**src/rtl/fetch_pc_unit.sv**
```systemverilog
// fetch_pc_unit: MIPS instruction-fetch stage.
// Owns the PC, fetches over a ready handshake into a one-entry buffer
// that feeds IF/ID, and applies decode-stage redirects (jr, j/jal, taken
// branch) after the branch delay slot.
module fetch_pc_unit #(
   parameter logic [31:0] RESET_PC = 32'h0000_3000
) (
   input  logic        clk,
   input  logic        reset_n,
   input  logic        stall_F,
   output logic        imem_req,
   output logic [31:0] imem_addr,
   input  logic        imem_ready,
   input  logic [31:0] imem_rdata,
   input  logic        branchD,
   input  logic        zeroD,
   input  logic [15:0] imm16D,
   input  logic        jumpD,
   input  logic [25:0] index26D,
   input  logic        jrD,
   input  logic [31:0] rsD,
   input  logic [31:0] pcD,
   output logic [31:0] instrF,
   output logic [31:0] pcF,
   output logic        validF
);

   typedef enum logic {
      S_IDLE = 1'b0,
      S_RUN  = 1'b1
   } state_t;

   // one-entry fetch buffer contents
   typedef struct packed {
      logic [31:0] instr;
      logic [31:0] pc;
      logic        valid;
   } fbuf_t;

   state_t      r_state;
   state_t      w_state_nxt;
   fbuf_t       r_buf;
   logic [31:0] r_pc;
   logic        r_pending;
   logic [31:0] r_pend_target;

   logic        w_req;
   logic        w_fire;
   logic        w_drain;
   logic        w_redir;
   logic [31:0] w_pcd_plus4;
   logic [31:0] w_br_off;
   logic [31:0] w_target;

   // state register
   always_ff @(posedge clk or negedge reset_n) begin
      if (!reset_n) r_state <= S_IDLE;
      else          r_state <= w_state_nxt;
   end

   // next state and request: IDLE spends exactly one cycle silent after reset
   always_comb begin
      w_state_nxt = r_state;
      w_req       = 1'b0;
      case (r_state)
         S_IDLE: w_state_nxt = S_RUN;
         S_RUN:  w_req       = !r_buf.valid || !stall_F;
         default: w_state_nxt = S_IDLE;
      endcase
   end

   assign w_fire  = w_req && imem_ready;
   assign w_drain = r_buf.valid && !stall_F;

   // a redirect is only taken when D actually advances this edge
   assign w_redir = !stall_F && (jrD || jumpD || (branchD && zeroD));

   assign w_pcd_plus4 = pcD + 32'd4;
   assign w_br_off    = {{14{imm16D[15]}}, imm16D, 2'b00};

   // redirect target, jr wins over jump, jump wins over branch
   always_comb begin
      w_target = w_pcd_plus4 + w_br_off;
      if (jrD)        w_target = rsD;
      else if (jumpD) w_target = {w_pcd_plus4[31:28], index26D, 2'b00};
   end

   // fetch buffer: capture on fire, empty on drain; a word fetched on the
   // same edge a redirect retires the delay slot from the buffer is wrong-path
   always_ff @(posedge clk or negedge reset_n) begin
      if (!reset_n) begin
         r_buf.instr <= '0;
         r_buf.pc    <= RESET_PC;
         r_buf.valid <= 1'b0;
      end else if (w_fire) begin
         if (w_redir && r_buf.valid) begin
            r_buf.valid <= 1'b0;
         end else begin
            r_buf.instr <= imem_rdata;
            r_buf.pc    <= r_pc;
            r_buf.valid <= 1'b1;
         end
      end else if (w_drain) begin
         r_buf.valid <= 1'b0;
      end
   end

   // PC and deferred redirect: if the delay slot is neither buffered nor
   // being fetched, park the target until the slot has been fetched
   always_ff @(posedge clk or negedge reset_n) begin
      if (!reset_n) begin
         r_pc          <= RESET_PC;
         r_pending     <= 1'b0;
         r_pend_target <= '0;
      end else if (w_redir) begin
         if (r_buf.valid || w_fire) begin
            r_pc      <= w_target;
            r_pending <= 1'b0;
         end else begin
            r_pending     <= 1'b1;
            r_pend_target <= w_target;
         end
      end else if (w_fire) begin
         r_pc      <= r_pending ? r_pend_target : r_pc + 32'd4;
         r_pending <= 1'b0;
      end
   end

   assign imem_req  = w_req;
   assign imem_addr = r_pc;
   assign instrF    = r_buf.instr;
   assign pcF       = r_buf.pc;
   assign validF    = r_buf.valid;

endmodule
```
**config.mk**
```make
export PLATFORM = sky130hd
export DESIGN_NAME = fetch_pc_unit
export DESIGN_NICKNAME = d
export VERILOG_FILES = /design/src/rtl/fetch_pc_unit.sv
export SDC_FILE = /design/constraint.sdc
export NUM_CORES = 1
export LEC_CHECK = 0
export ABC_AREA = 0
export CORE_MARGIN = 3
export CORE_UTILIZATION = 49
export DETAILED_ROUTE_END_ITERATION = 10
export PLACE_DENSITY_LB_ADDON = 0.15
export SLEW_MARGIN = 20
export SYNTH_ARGS = -nofsm -noshare
export SYNTH_HDL_FRONTEND = slang
export SYNTH_SLANG_ARGS = --single-unit
```
**constraint.sdc**
```tcl
create_clock -name clk -period 2.7 [get_ports clk]
set_input_delay 0.54 -clock clk [delete_from_list [all_inputs] [get_ports clk]]
set_output_delay 0.54 -clock clk [all_outputs]
set_load 0.005 [all_outputs]
```
---- Yosys cells after proc, flatten, opt, wreduce, memory -nomap -nowiden ----
Index checks and enable logic that the tools add are counted.
word-level totals
  memories kept ........................... 0
  bits in read-only memories .............. 0
  bits in latches ......................... 0
  bits of input ports ..................... 146
  output and inout bits ................... 98
  flip-flop bits (word level) ............. 131
  memory bits (writable) .................. 0
cells by class
  $mul .................................... 0
  eq/ne operators ......................... 1
  reduce and logical (&&, ||, !) cells .... 16
  add/sub/neg operators ................... 3
  shifts and indexed selects .............. 0
  bitwise operators ....................... 2
  magnitude comparators ................... 0
  muxes and demuxes ....................... 13
  div/mod/pow operators ................... 0
operators with widths
  kind                                                                      count
  32-bit 2-to-1 mux                                                         6
  32-bit by 3-bit adder with 32-bit output (second input constant)          2
  32-bit adder                                                              1
  1-bit 2-to-1 mux                                                          7
  2-bit AND reduction                                                       3
  1-bit logical AND                                                         5
  1-bit logical OR                                                          4
  2-bit nonzero test                                                        2
  1-bit zero test                                                           2
  2-bit by 1-bit inequality test with 1-bit output (second input constant)  1
  1-bit inverter                                                            2

---- Longest topological paths before layout ----
Gate-level depths: netlist of the first run.
  depth in word-level cells ............... 7
  mapped depth ............................ 17
  gate-level depth less buffers ........... 17

---- Least setup slack after synthesis of the first run ----
Ideal clock, no wire load.
  path type ............................... input-to-reg
  start ................................... input pcD[5]
  end ..................................... register r_pend_target[30]
  slack ................................... -1,258 ps
  stages on the path ...................... 17
  arrival time ............................ 3,863 ps
  path through ............................ and3_1 -> nand4_1 -> nor4_4 -> nand2_1 -> nor2_1 -> xor2_1 -> ha_1 -> clkbuf_1 -> a21o_1 -> a21o_1 -> a311oi_1 -> nor2_1 -> o21a_1 -> a31o_2 -> o2111ai_1 -> or3b_1 -> o31ai_1
on the way
  word-level cells in the longest chain between the ends .. 4
ends and longest elaborated chain
  element                                       line  RTL
  start: declaration                            22    input logic [31:0] pcD,
  32-bit by 3-bit adder with 32-bit output (*)  78    assign w_pcd_plus4 = pcD + 32'd4;
  32-bit adder                                  83    w_target = w_pcd_plus4 + w_br_off;
  32-bit 2-to-1 mux (*)                         85    else if (jumpD) w_target = {w_pcd_plus4[31:28], index26D, 2'b00};
  32-bit 2-to-1 mux (*)                         84    if (jrD) w_target = rsD;
  end signal: assignment                        121   r_pend_target <= w_target;
  end: declaration                              45    logic [31:0] r_pend_target;
Mark *: on every way between the ends. The rest lies on a longest branch, timed or not.
A chain may end at the register's enable or synchronous reset.

---- Worst setup path in the final report of the first run ----
Ends and elaborated chain as after synthesis.

==> key figures, run 1 <==
Drt
  • DR vias/cell: 5.75
  • Routed WL per cell: 19.1 um
  • First-pass iteration count of the detailed router: 6
  • Via count: 9,471
  • 1st-iter DRT viols: 707
  • Final ANT Viol Nets: 0
  • Post-route DRC: 0
  • Total routed wirelength: 31,400 um

Synthesis
  • Synth warnings: 0
  • Asr flop ratio synth: 1.00
  • Top cells by area, synth: dfrtp_1 37%, mux2_2 8.7%, nand2_1 6.4%
  • Multiplexer area fraction after synthesis: 0.0951
  • Flops & latches, synth: 131
  • Top cell type by total area after synthesis: dfrtp_1
  • Netlist cell types: 67
  • Post-synthesis compound-gate area fraction: 0.179
  • Avg Inst Size Synth: 8.87 um^2
  • Post-Synth Adder-Cell Area: 0.0543
  • Ys flop type: dfrtp_1
  • Syn Inst Count: 977
  • Post-Syn Area: 0.00867 mm^2
  • Synth top area share: 0.367
  • Main combinational cell family by area after synthesis: simple AND/OR/NAND/NOR gates
  • Synth Area in Simple Gates: 0.187
  • Syn nets: 1,160
  • Synth cell count leaders: 147 x nand2_1, 127 x dfrtp_1, 71 x nor2_1
  • Most frequent cell after synthesis: nand2_1
  • Register area share after synthesis: 0.379
  • Number of flops mapped to enable cells by yosys: 0
  • Synth Area in XOR/XNOR: 0.0748

Setup path
  • Crit path arrival time: 4.08 ns
  • Kind of critical path: in2reg
  • Critical Path RT: 3.03 ns
  • Setup crit end kind: register
  • Worst Setup Start Kind: input pin
  • Crit-path max FO: 4

Floorplanning
  • Initial Utilization: 0.501
  • Core ar.: 0.0173 mm^2
  • Die height: about 140 um
  • Std cell rows: 48
  • Die area: 0.0193 mm^2
  • IO Count: approximately 240
  • Die extent in x: 139 um

Min path
  • Hold WC Path Type: in2async

Power and ir drop
  • P_leak: about 0.0062 uW
  • Power per cell area: 631 mW/mm^2
  • VDD IR max: 0.000527 V

Timing
  • Final Cycle Share: 1.39
  • RSZ-0062 raised after global routing: yes
  • # setup viols final: 42
  • Crit path time final: 3.75 ns
  • Post-route setup slack: -1.05 ns
  • Fmax achieved: 266 MHz
  • Worst Skew: 0.0133 ns
  • Final hold violation count: 0
  • Worst-Margin Slew: approximately 0.84 ns
  • Slew headroom: 0.440
  • Final Slew Violations: 0

Final layout
  • Ratio of cells with drive above 1 in the final layout: 0.342
  • Nets@finish: 1,593
  • Fin util: 0.838
  • N_diodes: 0
  • Final non-filler cell area: 0.0145 mm^2
  • Area grow syn2layout: 67.2%
  • Fillers: 968

Clock tree
  • CTS Buffer Depth: 2
  • CTS Sinks: 131
  • H-Tree Depth: 4
  • Hold buffers post-CTS: 0
  • CTS Buf Count: 17
  • Clk_lat worst skew: 0.42 ns
  • CTS tree: done
  • Clk slew on worst S/H paths: 0.06 ns
  • Root Buffer: clkbuf_16

Flow run
  • Max-cap violation count: 0

Run status
  • Failing checks: setup timing
  • Status: finished, violations left

Placement
  • DP Wirelength: 21,000 um
  • Port buffer count: 243
  • Post-DP Area: approximately 0.013 mm^2
  • Final GP Congestion: 0.918

GRT
  • Largest net degree at the start of global routing: 65
  • First-pass GRT wire length: about 46,000 um
  • Vias in the first global route: 9,060
  • GRT overflow: 0
  • Initial antenna violation count: 0
  • GRT Util Overall: 0.290
==> registers in the layout (all words and copies together), names as in the netlist <==
| register | cells |
|---|---|
| imem_addr | 32 |
| instrF | 32 |
| r_state | 1 |
| pcF | 32 |
| validF | 1 |
| r_pending | 1 |
| r_pend_target | 32 |
==> layout make-up <==
class | instances | area [um^2] | area share
timing repair buffer | 467 | 4260 | 0.294
sequential | 131 | 3280 | 0.226
clock buffer | 18 | 439 | 0.0303
tap | 225 | 282 | 0.0194
multi-input combinational | 780 | 6030 | 0.416
inverter | 13 | 48.8 | 0.00337
clock inverter | 14 | 155 | 0.0107
==> stage by stage <==
step	setup WS, ns	total power [uW]	hold slack, ns	setup TNS (ns)	instances
after global placement	-1.53	6380	0.457	-55.06	1567
final	-1.05	9150	0.107	-23.68	1648
after floorplan	-1.05	4470	0.244	-17.15	977
after detailed placement	-1.67	6500	0.464	-59.65	1567
after CTS	-0.808	8960	0.134	-15.59	1630
after global routing	-1.19	9620	0.146	-28.70	1648
==> report_power, final <==
group,internal [uW],switching (uW)
clock,1390,892
combinational,2230,1660
sequential,2570,406
==> routing by layer <==
metal  vias to the layer above  part of all wire  global-route usage
li1                       4395                 -                   -
met1                      4510              0.40               0.385
met2                       494              0.50               0.493
met3                        72             0.072              0.0486
met4                         0             0.027              0.0783
met5                         -                 0                   0
==> cells by family (layout without fill, tap and decap cells) <==
logic type / after synthesis / count (layout)
compound gates: 246 / 246
xor+xnor: 74 / 74
fa+ha+maj: 37 / 37
buf+inv: 66 / 512
flops: 131 / 131
mux: 74 / 74
other cells: 1 / 1
simple gates: 348 / 348
==> critical path, stage by stage <==
cell       delay (ns)
buf_6            0.07
and3_4           0.18
nand4_1          0.18
buf_4            0.20
nor4_4           0.24
buf_4            0.20
buf_6            0.12
nand3_4          0.08
xnor2_2          0.14
ha_1             0.32
a21o_1           0.20
a311oi_2         0.26
nor2_1           0.11
o21a_1           0.21
a31o_2           0.24
o2111ai_1        0.21
or3b_4           0.42
o31ai_2          0.17
==> placed cells by master, fill, tap and decap left out, types with 7 or more instances in the layout <==
cell	instances
ha_1	26
o21ai_0	42
nand2_2	8
o21a_1	8
nor2_1	63
nand3_1	24
o211ai_1	13
nand2_1	134
xor2_1	24
a21oi_2	23
ha_4	7
clkbuf_16	17
nor3_1	9
and3_1	15
clkdlybuf4s50_1	222
dfrtp_1	127
xnor2_1	37
o21ai_1	19
buf_6	27
inv_1	10
a21oi_1	41
o21ai_2	12
mux2_2	63
a22oi_1	11
dlygate4sd2_1	8
a21o_1	15
nand4_1	23
or3_1	9
buf_4	197
xnor2_2	10
==> path summary, 6_finish.rpt <==
path | to | start | slack, ns | cells after the start
worst max-delay path | r_pend_target[30] | pcD[5] | -1.05 | 18
worst min-delay path | instrF[20] | reset_n | 0.11 | 1
worst max register to register | imem_addr[31] | imem_addr[12] | 0.31 | 9
worst min register to register | r_pend_target[14] | r_pend_target[14] | 0.47 | 2
max in group asynchronous | imem_addr[13] | reset_n | 1.81 | 2
min in group clk | r_pend_target[14] | r_pend_target[14] | 0.47 | 2
==> timing repair <==
action / CTS / global route
gates cloned: 0 / 0
setup endpoints to repair: 50 / 47
pin swaps: 88 / 67
gates resized for setup: 147 / 78
buffers inserted: 32 / 21
hold endpoints to repair: 0 / 0
(Power assumes the default switching activity.)
==> run 2, diff against run 1 <==
HOLD_SLACK_MARGIN = 0.12   (was unset)
clock period = 3.5 ns   (was 2.7 ns; I/O delays follow)
==> run 2 against run 1 <==
Against the previous run: the flow still finishes with violations (setup timing); core utilization is 5.6 points lower; setup slack better by 0.79 ns; count of clock-buffer cells in the layout is 4 higher; cell area is 6.7% lower; total power is 28% lower; register-to-register slack better by 0.49 ns; wire length is 12% lower.
==> key figures, run 2 (same netlist as run 1, synthesis figures left out) <==
Floorplanning
  • Initial Utilization: 0.501 (unchanged)
  • IO Count: 244 (unchanged)
  • Die area: 0.0193 mm^2 (unchanged)
  • Std cell rows: 48 (unchanged)
  • Core ar.: 0.0173 mm^2 (unchanged)
  • Die height: 139 um (unchanged)
  • Die extent in x: 139 um (unchanged)

Drt
  • Met2 WL post-DR: 13,200 um (-16%)
  • DR vias/cell: 5.63 (-2.1%)
  • Via count: 8,995 (-5.0%)
  • Routed WL per cell: 17.4 um (-8.8%)
  • 1st-iter DRT viols: 632 (-11%)
  • Post-route DRC: 0 (unchanged)
  • Met1 wire length: 11,600 um (-8.1%)
  • Final ANT Viol Nets: 0 (unchanged)
  • First-pass iteration count of the detailed router: 5 (-1)
  • Total routed wirelength: 27,800 um (-12%)
  • DR top layer: met4
  • WL met3: 2110 um (-6.9%)

Power and ir drop
  • P_leak: 0.00584 uW (-5.9%)
  • Power per cell area: 488 mW/mm^2 (-23%)
  • VDD IR max: 0.000378 V (-28%)

Placement
  • Final GP Congestion: 0.902 (-1.8%)
  • Post-DP Area: 0.0123 mm^2 (-3.0%)
  • Port buffer count: 243 (unchanged)
  • Placed cell count: 1,542 (-1.6%)
  • DP Wirelength: 20,300 um (-3.4%)

Setup path
  • Worst Setup Start Kind: input pin
  • CP Cell Sequence: buf_6 > and3_4 > nand4_1 > buf_4 > nor4_4 > nand2_1 > nor2_2 > xor2_1 > ha_1 > a21o_1 > a21o_1 > a311oi_2 > nor2_1 > o21a_1 > a31o_2 > o2111ai_2 > or3b_4 > o31ai_2
  • CP max stage delay: 0.41 ns (about the same)
  • Crit path arrival time: 4.09 ns (about the same)
  • Crit-path max FO: 2 (-2)
  • Setup crit end kind: register
  • Most common cell on crit path: a21o_1
  • Slowest CP cell: or3b_4
  • Critical Path RT: 3.83 ns (+0.80 ns)
  • Kind of critical path: in2reg

Timing
  • Setup TNS: -1.62 ns (+22.06 ns)
  • # setup viols final: 12 (-71%)
  • Slew headroom: 0.425 (-0.0145)
  • Worst-Margin Slew: 0.862 ns (+0.0248 ns)
  • Fmax achieved: roughly 270 MHz
  • Final Slew Violations: 0 (unchanged)
  • Post-route setup slack: -0.260 ns (+0.794 ns)
  • RSZ-0062 raised after global routing: yes
  • Worst Skew: 0.00859 ns (-0.00473 ns)
  • Final Cycle Share: 1.07
  • Final hold violation count: 0 (unchanged)
  • Crit path time final: 3.76 ns

Clock tree
  • CTS Buffer Depth: 2 (unchanged)
  • CTS Sinks: 131 (unchanged)
  • Root Buffer: clkbuf_16
  • H-Tree Depth: 4 (unchanged)
  • Clk slew on worst S/H paths: 0.06 ns (about the same)
  • Clk_lat worst skew: 0.41 ns (about the same)
  • CTS tree: done
  • CTS Buf Count: 17 (unchanged)

Flow run
  • Max-cap violation count: 0 (unchanged)

GRT
  • Initial antenna violation count: 0 (unchanged)
  • GRT overflow: 0 (unchanged)
  • Largest net degree at the start of global routing: 98 (+51%)
  • Vias in the first global route: 8,786 (-3.0%)
  • First-pass GRT wire length: 43,800 um (-5.3%)
  • GRT Util Overall: 0.273 (-0.0168)

Run status
  • Failing checks: setup timing
  • Status: finished, violations left

Min path
  • Hold WC Path Type: in2async

Final layout
  • Final non-filler cell area: 0.0135 mm^2 (-6.7%)
  • Most common cell after layout, fill and taps aside: clkdlybuf4s50_1
  • Area grow syn2layout: 56.0%
  • Ratio of cells with drive above 1 in the final layout: 0.277 (-0.0642)
  • N_diodes: 0 (unchanged)
  • Non-Filler Instances: 1,599 (-3.0%)
  • Commonest cells after routing, fill and taps aside: 225 x clkdlybuf4s50_1, 166 x buf_4, 138 x nand2_1, 127 x dfrtp_1, 67 x mux2_2
  • Nets@finish: 1,544 (-3.1%)
run 2: cell types whose count changed in the layout (fill, tap and decap cells not counted), moves of 8 or more:
| cell | change |
|---|---|
| buf_6 | -15 |
| buf_4 | -31 |
| a21oi_2 | -8 |
| o21ai_0 | +20 |
| o21ai_1 | -12 |
| a21oi_1 | +13 |
run 2: path summary, 6_finish.rpt:
kind	start	end	slack, ns	cells past startpoint
hold / removal	reset_n	instrF[23]	0.39	1
max in group asynchronous	reset_n	pcF[19]	2.33	2
setup reg to reg	imem_addr[13]	imem_addr[31]	0.80	8
setup / recovery	pcD[5]	r_pend_target[30]	-0.26	18
min in group clk	r_pend_target[14]	r_pend_target[14]	0.48	2
hold reg to reg	r_pend_target[14]	r_pend_target[14]	0.48	2
run 2: timing repair:
item | in CTS | in global routing
resized for setup | 71 | 82
pin swaps | 54 | 73
buffers inserted | 14 | 11
endpoints found under the setup margin | 35 | 29
hold buffers | 0 | 0
run 2: critical path: cells and delay by family:
| kind | cells | cell delay [ns] |
|---|---|---|
| XOR/XNOR | 1 | 0.17 |
| AND/OR/NAND/NOR | 7 | 1.34 |
| adder cells (fa/ha/maj) | 1 | 0.26 |
| buffers and inverters | 2 | 0.24 |
| AO/OA/AOI/OAI | 7 | 1.39 |
run 2: metal layers:
layer	vias to the layer above	track usage
met2	437	0.453
met3	74	0.0572
met1	4210	0.353
met4	0	0.102
met5	-	0
li1	4274	-
run 2: report_power, final:
group          switching (uW)  internal (uW)  leakage (uW)
Sequential                400           1980       0.00157
Combinational            1050           1540       0.00400
Clock                     623           1010      0.000269
Total                    2070           4530       0.00584
run 2: area by class of cell:
| cell class | instances | area (um^2) |
|---|---|---|
| Inverter | 13 | 48.8 |
| Sequential cell | 131 | 3280 |
| Clock buffer | 22 | 464 |
| Timing Repair Buffer | 418 | 3770 |
| Tap cell | 225 | 282 |
| Clock inverter | 10 | 83.8 |
| Multi-Input combinational cell | 780 | 5590 |
| Fill cell | 1189 | 3770 |
run 2: stage by stage:
step / setup slack, ns / total power [uW] / hold WS, ns / utilization
6_report: -0.260 / 6600 / 0.385 / 0.782
5_1_grt: -0.377 / 6970 / 0.448 / 0.782
4_1_cts: -0.282 / 6540 / 0.416 / 0.760
3_5_place_dp: -0.983 / 4840 / 0.463 / 0.713
3_3_place_gp: -0.888 / 4760 / 0.457 / 0.713
2_1_floorplan: -0.409 / 3400 / 0.404 / -
